<file path="src/rtl/if_stage.sv">
// Instruction-fetch stage with IF/ID pipeline register.
// A one-entry skid buffer holds a word that returns while decode is stalled.
module if_stage #(
    parameter logic [31:0] RESET_PC = 32'h0000_0000,
    parameter logic [31:0] NOP_INST = 32'h0000_0000
) (
    input  logic        clk,
    input  logic        clrn,
    input  logic [1:0]  pcsource,
    input  logic [31:0] bpc,
    input  logic [31:0] jpc,
    input  logic [31:0] ra,
    input  logic        stall,
    output logic        imem_req,
    output logic [31:0] imem_addr,
    input  logic [31:0] imem_rdata,
    input  logic        imem_ready,
    output logic [31:0] pc4_id,
    output logic [31:0] inst_id,
    output logic        valid_id
);

    typedef enum logic {S_REQ, S_HOLD} state_t;

    state_t      state_q;
    logic [31:0] pc_q;
    logic [31:0] inst_q;
    logic [31:0] pc4_q;
    logic        valid_q;
    logic [31:0] skid_q;
    logic [31:0] skid_pc4_q;

    logic [31:0] pc_plus4;
    logic [31:0] target_d;
    logic        redirect;

    assign pc_plus4 = pc_q + 32'd4;
    assign redirect = valid_q & (pcsource != 2'b00) & ~stall;

    always_comb begin
        target_d = bpc;
        case (pcsource)
            2'b10:   target_d = ra;
            2'b11:   target_d = jpc;
            default: target_d = bpc;
        endcase
    end

    always_ff @(posedge clk or negedge clrn) begin
        if (!clrn) begin
            state_q    <= S_REQ;
            pc_q       <= RESET_PC;
            inst_q     <= NOP_INST;
            pc4_q      <= 32'd0;
            valid_q    <= 1'b0;
            skid_q     <= NOP_INST;
            skid_pc4_q <= 32'd0;
        end else begin
            case (state_q)
                S_REQ: begin
                    if (redirect) begin
                        // Taken redirect squashes whatever memory returned this cycle.
                        pc_q    <= target_d;
                        inst_q  <= NOP_INST;
                        valid_q <= 1'b0;
                    end else if (stall) begin
                        if (imem_ready) begin
                            skid_q     <= imem_rdata;
                            skid_pc4_q <= pc_plus4;
                            state_q    <= S_HOLD;
                        end
                    end else if (imem_ready) begin
                        inst_q  <= imem_rdata;
                        pc4_q   <= pc_plus4;
                        valid_q <= 1'b1;
                        pc_q    <= pc_plus4;
                    end else begin
                        inst_q  <= NOP_INST;
                        valid_q <= 1'b0;
                    end
                end
                S_HOLD: begin
                    if (!stall) begin
                        state_q <= S_REQ;
                        if (redirect) begin
                            pc_q    <= target_d;
                            inst_q  <= NOP_INST;
                            valid_q <= 1'b0;
                        end else begin
                            inst_q  <= skid_q;
                            pc4_q   <= skid_pc4_q;
                            valid_q <= 1'b1;
                            pc_q    <= skid_pc4_q;
                        end
                    end
                end
                default: state_q <= S_REQ;
            endcase
        end
    end

    assign imem_req  = (state_q == S_REQ);
    assign imem_addr = pc_q;
    assign pc4_id    = pc4_q;
    assign inst_id   = inst_q;
    assign valid_id  = valid_q;

endmodule

</file>
<file path="config.mk">
export PLATFORM = sky130hd
export DESIGN_NAME = if_stage
export DESIGN_NICKNAME = d
export VERILOG_FILES = /design/src/rtl/if_stage.sv
export SDC_FILE = /design/constraint.sdc
export NUM_CORES = 1
export LEC_CHECK = 0
export CORE_ASPECT_RATIO = 0.8
export CORE_MARGIN = 10
export CORE_UTILIZATION = 48
export DETAILED_ROUTE_END_ITERATION = 6
export PLACE_DENSITY = 0.8
export SLEW_MARGIN = 40
export SYNTH_ARGS = -nofsm -noshare
export SYNTH_HDL_FRONTEND = slang
export SYNTH_SLANG_ARGS = --single-unit
</file>
<file path="constraint.sdc">
create_clock -name clk -period 2.65 [get_ports clk]
set_clock_uncertainty 0.15 [all_clocks]
set_input_delay 0.53 -clock clk [delete_from_list [all_inputs] [get_ports clk]]
set_output_delay 0.53 -clock clk [all_outputs]
set_load 0.05 [all_outputs]
</file>
# Word level (Yosys, flattened, before mapping)
# Index checks and enable logic that the tools add are counted.
dict set report word_totals {
  output_inout_bits 98
  in_bits 134
  n_memories 0
  mem_bits_rw 0
  latchBits 0
  rom_bits 0
  elab_cells 54
  regBits 162
}
dict set report classes {
  n_div 0
  n_shift 0
  add_sub_neg 1
  order_cmp 0
  muxes 27
  bitwise 5
  multipliers 0
  n_eq_ne 9
  reduce_logical 5
}
# operator count
set op_table {}
lappend op_table {{$mux 32} 13}
lappend op_table {{$pmux 32 s2} 4}
lappend op_table {{$add 32x3->32 const B} 1}
lappend op_table {{$mux 1} 8}
lappend op_table {{$ne 2x2->1 const B} 4}
lappend op_table {{$reduce_and 5->1} 1}
lappend op_table {{$eq 2x2->1 const B} 2}
lappend op_table {{$pmux 1 s2} 2}
lappend op_table {{$reduce_and 4->1} 1}
lappend op_table {{$ne 3x1->1 const B} 1}
lappend op_table {{$ne 3x2->1 const B} 1}
lappend op_table {{$not 1->1} 3}
lappend op_table {{$reduce_and 3->1} 1}
lappend op_table {{$and 1x1->1} 2}
lappend op_table {{$ne 2x1->1 const B} 1}
lappend op_table {{$reduce_and 2->1} 1}
lappend op_table {{$reduce_bool 2->1} 1}

# Depth between registers and ports, before layout
# Gate-level depths: netlist of run 1.
dict set report logic_depth {
  depth_word 6
  ltp_mapped 8
  mapped_depth_nobuf 6
}

# Least setup slack after synthesis of run 1
# OpenSTA, ideal clock, no wires.
dict set report synth_path {
  path_kind {reg-to-reg}
  from {register pc_q[10], in the netlist imem_addr[10]}
  to {register pc4_q[30], in the netlist pc4_id[30]}
  arrival_ps 2189
  setup_ps 140
  path_stages_with_launch 7
  setup_slack_ps 171
  path_buffers 1
  synth_period_minus_slack_ps 2479
  required_ps 2360
  cell_sequence {dfrtp_1 buf_2 nand4_4 or4_4 nor4_4 xnor2_1 o221ai_2}
}
dict set report synth_between {
  elab_chain_cells 5
}
# element line_no
set synth_lines {}
lappend synth_lines {{start: declaration} 26} ;# logic [31:0] pc_q;
lappend synth_lines {{start signal: assignment} 63} ;# pc_q <= target_d;
lappend synth_lines {{start signal: assignment} 76} ;# pc_q <= pc_plus4;
lappend synth_lines {{start signal: assignment} 86} ;# pc_q <= target_d;
lappend synth_lines {{$add 32x3->32} 37} ;# assign pc_plus4 = pc_q + 32'd4;
lappend synth_lines {{$mux 32} 72} ;# end else if (imem_ready) begin
lappend synth_lines {{$mux 32} 66} ;# end else if (stall) begin
lappend synth_lines {{$mux 32} 61} ;# if (redirect) begin
lappend synth_lines {{$pmux 32 s2} 59} ;# case (state_q)
lappend synth_lines {{end signal: assignment} 74} ;# pc4_q <= pc_plus4;
lappend synth_lines {{end signal: assignment} 91} ;# pc4_q <= skid_pc4_q;
lappend synth_lines {{end: declaration} 28} ;# logic [31:0] pc4_q;
# No other way between the ends. The select of a mux whose other input is x is not followed.
# A chain may end at the register's enable or synchronous reset.

# Worst setup path in the final report of run 1
dict set report layout_path {
  from {register pc_q[16], in the netlist imem_addr[16]}
  to {output imem_addr[16]}
}
# element line_no
set layout_lines {}
lappend layout_lines {{end: declaration} 15} ;# output logic [31:0] imem_addr,
# No word-level cell between the ends.

==> impl_metrics.csv, run 1 <==
group,metric,value,unit
logic_synthesis,ys.flop_type,"dfrtp_1",
logic_synthesis,synth_area_leaders,"dfrtp_1 (49%), mux2_2 (6.2%), nand2_1 (6.0%)",
cells_and_area,multi_input_area,0.003869,sq mm
clock_network,numClockSinks,162,
die,dieArea,0.02274,sq mm
cells_and_area,finalNetCount,1192,
placement,gp_congestion,0.8965,
outcome,outcome,"completed",
route,post_drt_wl_per_cell,20.23,um
cells_and_area,layout-drive-gt1-share,0.1271,
cells_and_area,fill_cells,1284,
critical_path,critical-path-slowest-cell,"clkdlybuf4s50_1",
critical_path,required,1.97,ns
logic_synthesis,ys_ff_latch,162,
power,power_density,889.9,mW/mm^2
clock_network,hold_buffers,1,
placement,dp_hpwl,19310,um
clock_network,clk_pin_slew,0.07,ns
critical_path,cp_cell_sequence,"clkdlybuf4s50_1",
sta,hold_viol,0,
route,dr.pass1.iters,5,
critical_path,cpLargestDelayFamily,"buffers and inverters",
sta,period_share,0.9732,
critical_path,r2r_end,"pc4_id[20]",
sta,tightest_slew,0.5900,ns
die,die_x,166.1,um
die,placementRows,42,
logic_synthesis,synth.most_common_cell,"dfrtp_1",
sta,fin_crit,2.579,ns
sta,rsz0062_at_grt,"no",
route,drc_errors,0,
critical_path,crit_cells,1,
power,leakage,4.815,nW
global_routing,grt_pass1_vias,7625,
cells_and_area,seqCellArea,0.004054,sq mm
logic_synthesis,yosysSeqAreaShare,0.4944,
cells_and_area,fin_area,0.01147,sq mm
logic_synthesis,synth-edff-count,0,
logic_synthesis,synth.avg_cell_area,9.821,sq um
die,start_util,0.4923,
power,totalPowerFinal,10.21,mW
route,drt_first_iter_violations,540,
critical_path,criticalPathCategory,"flop to output port",
critical_path,critPathLaunch,"imem_addr[16]",
power,ir_drop,0.5274,mV
clock_network,post-cts-setup-buffers,0,
route,totalWireLength,26100,um
critical_path,worst_path_largest_cell_delay,0.90,ns
hold_path,hp-class,"flop to flop",
logic_synthesis,syn_inst,835,
clock_network,cts_resized,0,
logic_synthesis,yosysTopAreaCell,"dfrtp_1",
logic_synthesis,synth_cell_type_count,56,
logic_synthesis,syn_nets,970,
cells_and_area,diodes,0,
global_routing,grt_pass1_wl,41760,um
logic_synthesis,ys_top_cells_by_count,"dfrtp_1 (162), nand2_1 (132), o21ai_0 (89)",
clock_network,cts_buffers,17,
route,num_vias,7395,
critical_path,worstRegToRegCells,6,
sta,fmaxAchievable,0.3878,GHz
critical_path,crit_path_end_kind,"output port",
sta,setup_viol,0,
cells_and_area,area_growth,39.88,%
placement,portBuffers,231,
sta,drv_slew,0,
die,io-pin-count,232,
critical_path,critical_path_buf_inv_count,1,
die,die_h,136.9,um
clock_network,cts_buffer_depth,2,
clock_network,htreeDepth,4,
logic_synthesis,async_flop_share,1.000,
critical_path,path_max_fanout,9,
global_routing,track_usage,0.2265,
clock_network,cts_tree,"done",
sta,slew-limit-headroom,0.6030,
cells_and_area,fin_util,0.6886,
critical_path,critPathLaunchType,"flop",
clock_network,clock_latency,0.43,ns
route,ant_nets,0,
placement,dpl_cell_area,0.01087,sq mm
logic_synthesis,yosys_warnings,0,
critical_path,arrival,1.90,ns
sta,tns,0,ns
die,core_area,0.01666,sq mm
logic_synthesis,syn_area,0.008200,sq mm
logic_synthesis,synth_top_area_share,0.4944,
critical_path,r2r-start,"imem_addr[2]",
global_routing,grt_max_degree,65,
critical_path,endpoint,"imem_addr[16]",
global_routing,antenna_found_initial,0,
route,viasPerCell,5.733,
clock_network,root_buffer,"clkbuf_16",
critical_path,regToRegSetupSlack,0.21,ns
run,max-cap-violations,0,
global_routing,grt_overflow,0,
-- cell type report --
cell class              instances  area share
flip-flops and latches        162      0.3534
repair buffers                268      0.2311
well taps                     220     0.02400
inverters                       7    0.002291
clock inverters                15     0.01483
multi-input cells             601      0.3373
clock buffers                  17     0.03709
-- per-stage QoR --
| step | setup WS (ns) | hold WS, ns | instances |
|---|---|---|---|
| 6_report | 0.07105 | 0.3273 | 1290 |
| 5_1_grt | 0.002991 | 0.3566 | 1290 |
| 4_1_cts | 0.05547 | 0.3295 | 1290 |
| 3_5_place_dp | 0.1772 | 0.3138 | 1257 |
| 3_3_place_gp | 0.2423 | 0.3068 | 1257 |
| 2_1_floorplan | 0.1708 | 0.08441 | 835 |
-- power by group --
part	leakage, nW	internal [mW]	total (mW)	switching (mW)
Sequential	1.94	3.09	3.64	0.547
Combinational	2.58	1.52	4.08	2.56
Clock	0.293	1.35	2.49	1.14
Total	4.81	5.96	10.2	4.25
-- cells by family after synthesis --
family | share of synthesized area
AOI/OAI and AO/OA | 0.1958
and+or+nand+nor | 0.1402
DFF | 0.4944
muxes | 0.1033
buffers and inverters | 0.03601
xor gates and xnor gates | 0.02884
adders and majority gates | 0.001526
-- placed cells by master, fill, tap and decap left out, types with 5 or more instances in the layout --
master,count
buf_12,6
and3_1,8
a21o_1,6
nand4_1,6
xnor2_1,19
o22a_1,9
mux2_2,45
nor2_1,39
xor2_1,8
mux2i_1,34
o21ai_0,89
o21a_1,8
dfrtp_1,162
o22ai_1,14
o221ai_1,10
inv_1,7
clkdlybuf4s50_1,226
nand3_1,11
buf_4,31
nand2_1,131
nand2b_1,6
inv_8,6
and4_1,5
clkbuf_16,17
a22oi_1,34
nor3_1,6
o21ai_1,5
a21oi_1,52
-- worst min path at each step --
| stage | start | endpoint | slack, ns | depth (start not counted) |
|---|---|---|---|---|
| 2_1_floorplan | clrn | imem_addr[0] | 0.08 | 0 |
| 3_3_place_gp | skid_pc4_q[19] | skid_pc4_q[19] | 0.31 | 2 |
| 3_5_place_dp | skid_pc4_q[19] | skid_pc4_q[19] | 0.31 | 2 |
| 4_1_cts | skid_pc4_q[21] | skid_pc4_q[21] | 0.33 | 2 |
| 5_1_grt | skid_pc4_q[21] | skid_pc4_q[21] | 0.36 | 2 |
| 6_report | skid_pc4_q[19] | skid_pc4_q[19] | 0.33 | 2 |
-- layer usage --
layer | track usage | vias up | wire length [um]
met3 | 0.06105 | 25 | 2132
met5 | 0 | - | 0
met2 | 0.3810 | 303 | 12720
met4 | 0.05943 | 0 | 313
met1 | 0.2842 | 3615 | 10940
li1 | - | 3452 | -
-- worst min-delay path: cells and delay by family (launching register included) --
family             cells  cell delay (ns)
DFF                    1             0.34
AOI/OAI and AO/OA      1             0.06
and+or+nand+nor        1             0.04
-- flip-flops by register name, indices dropped and copies added, names as in the netlist --
| name | cells |
|---|---|
| imem_addr | 32 |
| skid_pc4_q | 32 |
| valid_id | 1 |
| state_q | 1 |
| inst_id | 32 |
| pc4_id | 32 |
| skid_q | 32 |
No activity file was read; power rests on OpenSTA's default activity.
==> run 2: changes to the inputs <==
- ABC_AREA: unset -> 1
- CORE_UTILIZATION: 48 -> 49
- PLACE_DENSITY: 0.8 -> 0.81
==> impl_metrics.csv, run 2 <==
group,metric,value,unit
outcome,outcome,"completed",
critical_path,crit_path_end_kind,"output port",
hold_path,min_path_cells,2,
clock_network,hold_buffers,1,
logic_synthesis,synthXorXnorAreaFrac,0.01923,
logic_synthesis,ys.flop_type,"dfrtp_1",
sta,tightest_slew,0.6698,ns
power,ir_drop,0.5778,mV
clock_network,root_buffer,"clkbuf_16",
clock_network,htreeDepth,4,
logic_synthesis,synth-edff-count,0,
logic_synthesis,synth_top_family_by_area,"simple AND/OR/NAND/NOR gates",
cells_and_area,finalNetCount,1504,
critical_path,crit_cells,1,
die,io-pin-count,232,
clock_network,clk_pin_slew,0.06,ns
logic_synthesis,synth.avg_cell_area,7.344,sq um
critical_path,critical_path_buf_inv_count,1,
cells_and_area,area_growth,38.28,%
logic_synthesis,synth_compound_area_frac,0.1087,
placement,dp.cells,1569,
clock_network,post-cts-setup-buffers,0,
logic_synthesis,synth.most_common_cell,"nand2_1",
global_routing,grt_pass1_wl,45760,um
power,power_density,819.7,mW/mm^2
sta,fmaxAchievable,0.4019,GHz
power,leakage,5.490,nW
logic_synthesis,ys_ff_latch,162,
critical_path,cp_cell_sequence,"clkdlybuf4s50_1",
sta,period_share,0.9389,
clock_network,cts_buffer_depth,2,
die,dieArea,0.02280,sq mm
global_routing,antenna_found_initial,0,
clock_network,cts_tree,"done",
logic_synthesis,syn_nets,1278,
clock_network,cts_buffers,17,
critical_path,arrival,1.81,ns
global_routing,grt_overflow,0,
critical_path,worst_path_largest_cell_delay,0.88,ns
route,num_vias,8437,
logic_synthesis,yosysTopAreaCell,"dfrtp_1",
sta,hold_viol,0,
logic_synthesis,synth_area_leaders,"dfrtp_1 (48%), nand2_1 (20%), a21oi_1 (6.9%)",
critical_path,critical-path-slowest-cell,"clkdlybuf4s50_1",
logic_synthesis,syn_inst,1143,
hold_path,hp-class,"flop to flop",
critical_path,critPathLaunchType,"flop",
die,die_h,137.1,um
global_routing,grt_max_degree,58,
sta,drv_slew,0,
sta,finalWorstSetupSlack,0.1619,ns
global_routing,track_usage,0.2500,
route,drc_errors,0,
logic_synthesis,synth_fa_ha_area_frac,0.001491,
logic_synthesis,yosysSeqAreaShare,0.4829,
cells_and_area,layout-drive-gt1-share,0.06729,
logic_synthesis,yosys_warnings,0,
sta,tns,0,ns
cells_and_area,stdcell_count,1602,
global_routing,grt_pass1_vias,8352,
run,max-cap-violations,0,
placement,pre_cts_ws,0.08928,ns
die,die_x,166.3,um
sta,slew-limit-headroom,0.5528,
logic_synthesis,ys_top_cells_by_count,"nand2_1 (452), dfrtp_1 (162), nor2_1 (136)",
sta,fin_hold_ws,0.3243,ns
clock_network,clock_latency,0.43,ns
cells_and_area,fin_area,0.01161,sq mm
logic_synthesis,synth_cell_type_count,34,
logic_synthesis,async_flop_share,1.000,
power,totalPowerFinal,9.514,mW
critical_path,criticalPathCategory,"flop to output port",
clock_network,cts_resized,0,
die,placementRows,42,
clock_network,numClockSinks,162,
sta,setup_viol,0,
critical_path,worstRegToRegCells,9,
cells_and_area,layout_commonest_cell,"nand2_1",
route,dr.pass1.iters,6,
die,start_util,0.5039,
route,drt_first_iter_violations,784,
sta,fin_crit,2.488,ns
logic_synthesis,synth_mux_area_frac,0,
logic_synthesis,synth_top_area_share,0.4829,
logic_synthesis,syn_area,0.008394,sq mm
placement,gp_congestion,0.9242,
placement,portBuffers,231,
cells_and_area,fin_util,0.6968,
placement,dp_hpwl,21010,um
route,post_drt_wl_per_cell,17.91,um
critical_path,path_max_fanout,6,
placement,dpl_cell_area,0.01106,sq mm
critical_path,required,1.97,ns
route,totalWireLength,28690,um
critical_path,cpLargestDelayFamily,"buffers and inverters",
route,ant_nets,0,
route,viasPerCell,5.267,
cells_and_area,final_cell_mix,"nand2_1 (452), clkdlybuf4s50_1 (229), dfrtp_1 (162), nor2_1 (135), a21oi_1 (116)",
logic_synthesis,yosys.area_share.simple,0.3240,
cells_and_area,diodes,0,
sta,rsz0062_at_grt,"no",
die,core_area,0.01666,sq mm
-- run 2: final timing paths --
check | endpoint | start | slack, ns
max | imem_addr[22] | imem_addr[22] | 0.16
max reg2reg | pc4_id[20] | imem_addr[3] | 0.59
min in group asynchronous | imem_addr[17] | clrn | 0.50
min | skid_q[26] | skid_q[26] | 0.32
max in group asynchronous | imem_addr[20] | clrn | 1.15
min reg2reg | skid_q[26] | skid_q[26] | 0.32
-- run 2: kinds of logic (layout without fill, tap and decap cells) --
kind of cell | count (synthesis) | after routing
flip-flops | 162 | 162
buffers and inverters | 122 | 361
adder cells (fa/ha/maj) | 1 | 1
AO/OA/AOI/OAI | 178 | 178
AND/OR/NAND/NOR | 665 | 665
XOR/XNOR | 15 | 15
-- run 2: final cells by class --
type | instances | area, sq um
clock buffers | 19 | 432.9
clock inverters | 13 | 102.6
fillers | 1390 | 5051
inverters | 64 | 240.2
multi-input cells | 859 | 3809
flip-flops and latches | 162 | 4054
well taps | 220 | 275.3
repair buffers | 265 | 2694
-- run 2: layer usage --
metal  vias up  global-route usage  share of wire
met5         -                   0              0
met4         0             0.05209          0.012
met3        22             0.06506          0.071
met2       321              0.4101           0.48
met1      4021              0.3290           0.44
li1       4073                   -              -
-- run 2: where the power goes --
group,switching [mW],internal (mW)
Combinational,2.47,1.28
Sequential,0.465,3.02
Clock,1.06,1.21
==> run 3: changes to the inputs <==
- CORE_ASPECT_RATIO: 0.8 -> 1.25
==> impl_metrics.csv, run 3 (synthesis gave the netlist of run 2 again) <==
group,metric,value,unit
critical_path,regToRegSetupSlack,0.55,ns
sta,slew-limit-headroom,0.5809,
die,dieArea,0.02280,sq mm
sta,period_share,0.9396,
critical_path,cp_cell_sequence,"clkdlybuf4s50_1",
placement,dp.cells,1565,
critical_path,critical_path_buf_inv_count,1,
route,num_vias,8432,
clock_network,root_buffer,"clkbuf_16",
global_routing,grt_overflow,0,
die,die_h,166.3,um
cells_and_area,layout-drive-gt1-share,0.06531,
critical_path,r2r-start,"state_q",
cells_and_area,final_cell_mix,"nand2_1 (452), clkdlybuf4s50_1 (229), dfrtp_1 (162), nor2_1 (135), a21oi_1 (116)",
cells_and_area,fill_cells,1372,
route,drt_first_iter_violations,546,
placement,dpl_cell_area,0.01105,sq mm
critical_path,critical-path-slowest-cell,"clkdlybuf4s50_1",
sta,finalWorstSetupSlack,0.1600,ns
global_routing,antenna_found_initial,1,
route,viasPerCell,5.277,
route,totalWireLength,27780,um
clock_network,numClockSinks,162,
critical_path,r2r_end,"pc4_id[20]",
power,totalPowerFinal,9.868,mW
hold_path,hp-start,"skid_q[0]",
sta,setup_viol,0,
critical_path,required,1.97,ns
cells_and_area,fin_util,0.6943,
placement,portBuffers,231,
sta,hold_viol,0,
clock_network,cts_buffers,17,
global_routing,grt_max_degree,64,
run,max-cap-violations,0,
route,ant_nets,0,
critical_path,cpLargestDelayFamily,"buffers and inverters",
clock_network,cts_tree,"done",
clock_network,htreeDepth,4,
clock_network,clk_pin_slew,0.06,ns
outcome,outcome,"completed",
global_routing,grt_pass1_wl,43630,um
clock_network,cts_resized,0,
sta,tightest_slew,0.6277,ns
critical_path,critPathLaunchType,"flop",
route,post_drt_wl_per_cell,17.38,um
clock_network,post-cts-setup-buffers,0,
die,start_util,0.4984,
route,dr.pass1.iters,5,
critical_path,path_max_fanout,5,
power,leakage,5.525,nW
critical_path,worst_path_largest_cell_delay,0.88,ns
placement,gp_congestion,0.9942,
global_routing,track_usage,0.2390,
hold_path,hp-class,"flop to flop",
sta,fin_hold_ws,0.3255,ns
hold_path,min_path_cells,2,
cells_and_area,layout_commonest_cell,"nand2_1",
critical_path,worstRegToRegCells,9,
cells_and_area,diodes,0,
cells_and_area,stdcell_count,1598,
clock_network,clock_latency,0.43,ns
sta,rsz0062_at_grt,"no",
clock_network,cts_buffer_depth,2,
die,die_x,137.1,um
critical_path,criticalPathCategory,"flop to output port",
die,placementRows,53,
critical_path,arrival,1.81,ns
global_routing,grt_pass1_vias,8378,
power,power_density,843.8,mW/mm^2
placement,pre_cts_ws,0.1530,ns
placement,dp_hpwl,20280,um
cells_and_area,area_growth,39.32,%
sta,drv_slew,0,
power,ir_drop,0.4721,mV
clock_network,hold_buffers,1,
die,core_area,0.01684,sq mm
sta,fmaxAchievable,0.4016,GHz
hold_path,whs_endpoint,"skid_q[0]",
critical_path,crit_path_end_kind,"output port",
die,io-pin-count,232,
sta,tns,0,ns
cells_and_area,fin_area,0.01170,sq mm
cells_and_area,finalNetCount,1500,
route,drc_errors,0,
sta,fin_crit,2.490,ns
run 3: how the worst max path moves through the flow:
stage / cells past startpoint / from / endpoint / slack [ns]
finish: 1 / imem_addr[13] / imem_addr[13] / 0.16
global route: 1 / imem_addr[13] / imem_addr[13] / 0.11
CTS: 1 / imem_addr[13] / imem_addr[13] / 0.14
detailed placement: 8 / pcsource[1] / inst_id[10] / 0.15
global placement: 8 / pcsource[1] / inst_id[6] / 0.23
floorplan: 8 / imem_addr[2] / imem_addr[18] / 0.64
run 3: area by class of cell:
type                       count  area (sq um)  share of cell area
clock buffer                  20         456.7             0.03905
clock inverter                12         178.9             0.01530
inverter                      64         240.2             0.02054
multi-input combinational    859          3814              0.3261
sequential                   162          4054              0.3466
tap                          220         275.3             0.02354
timing repair buffer         261          2676              0.2288
run 3: report_power, final:
part           leakage (nW)  internal (mW)  switching [mW]
sequential             1.92           3.02           0.467
combinational          3.30           1.27            2.45
clock                 0.303           1.63            1.03
run 3: tightest hold or removal path: stages (launching register included):
cell	delay [ns]
dfrtp_1	0.34
nand2_1	0.05
nand2_1	0.05
run 3: per-layer routing:
metal  up-vias  track usage  routed length [um]
met5         -            0                  13
met4         2      0.08081                 598
met3        48      0.06840                2352
met2       351       0.4138               14250
met1      3969       0.2725               10570
li1       4062            -                   -
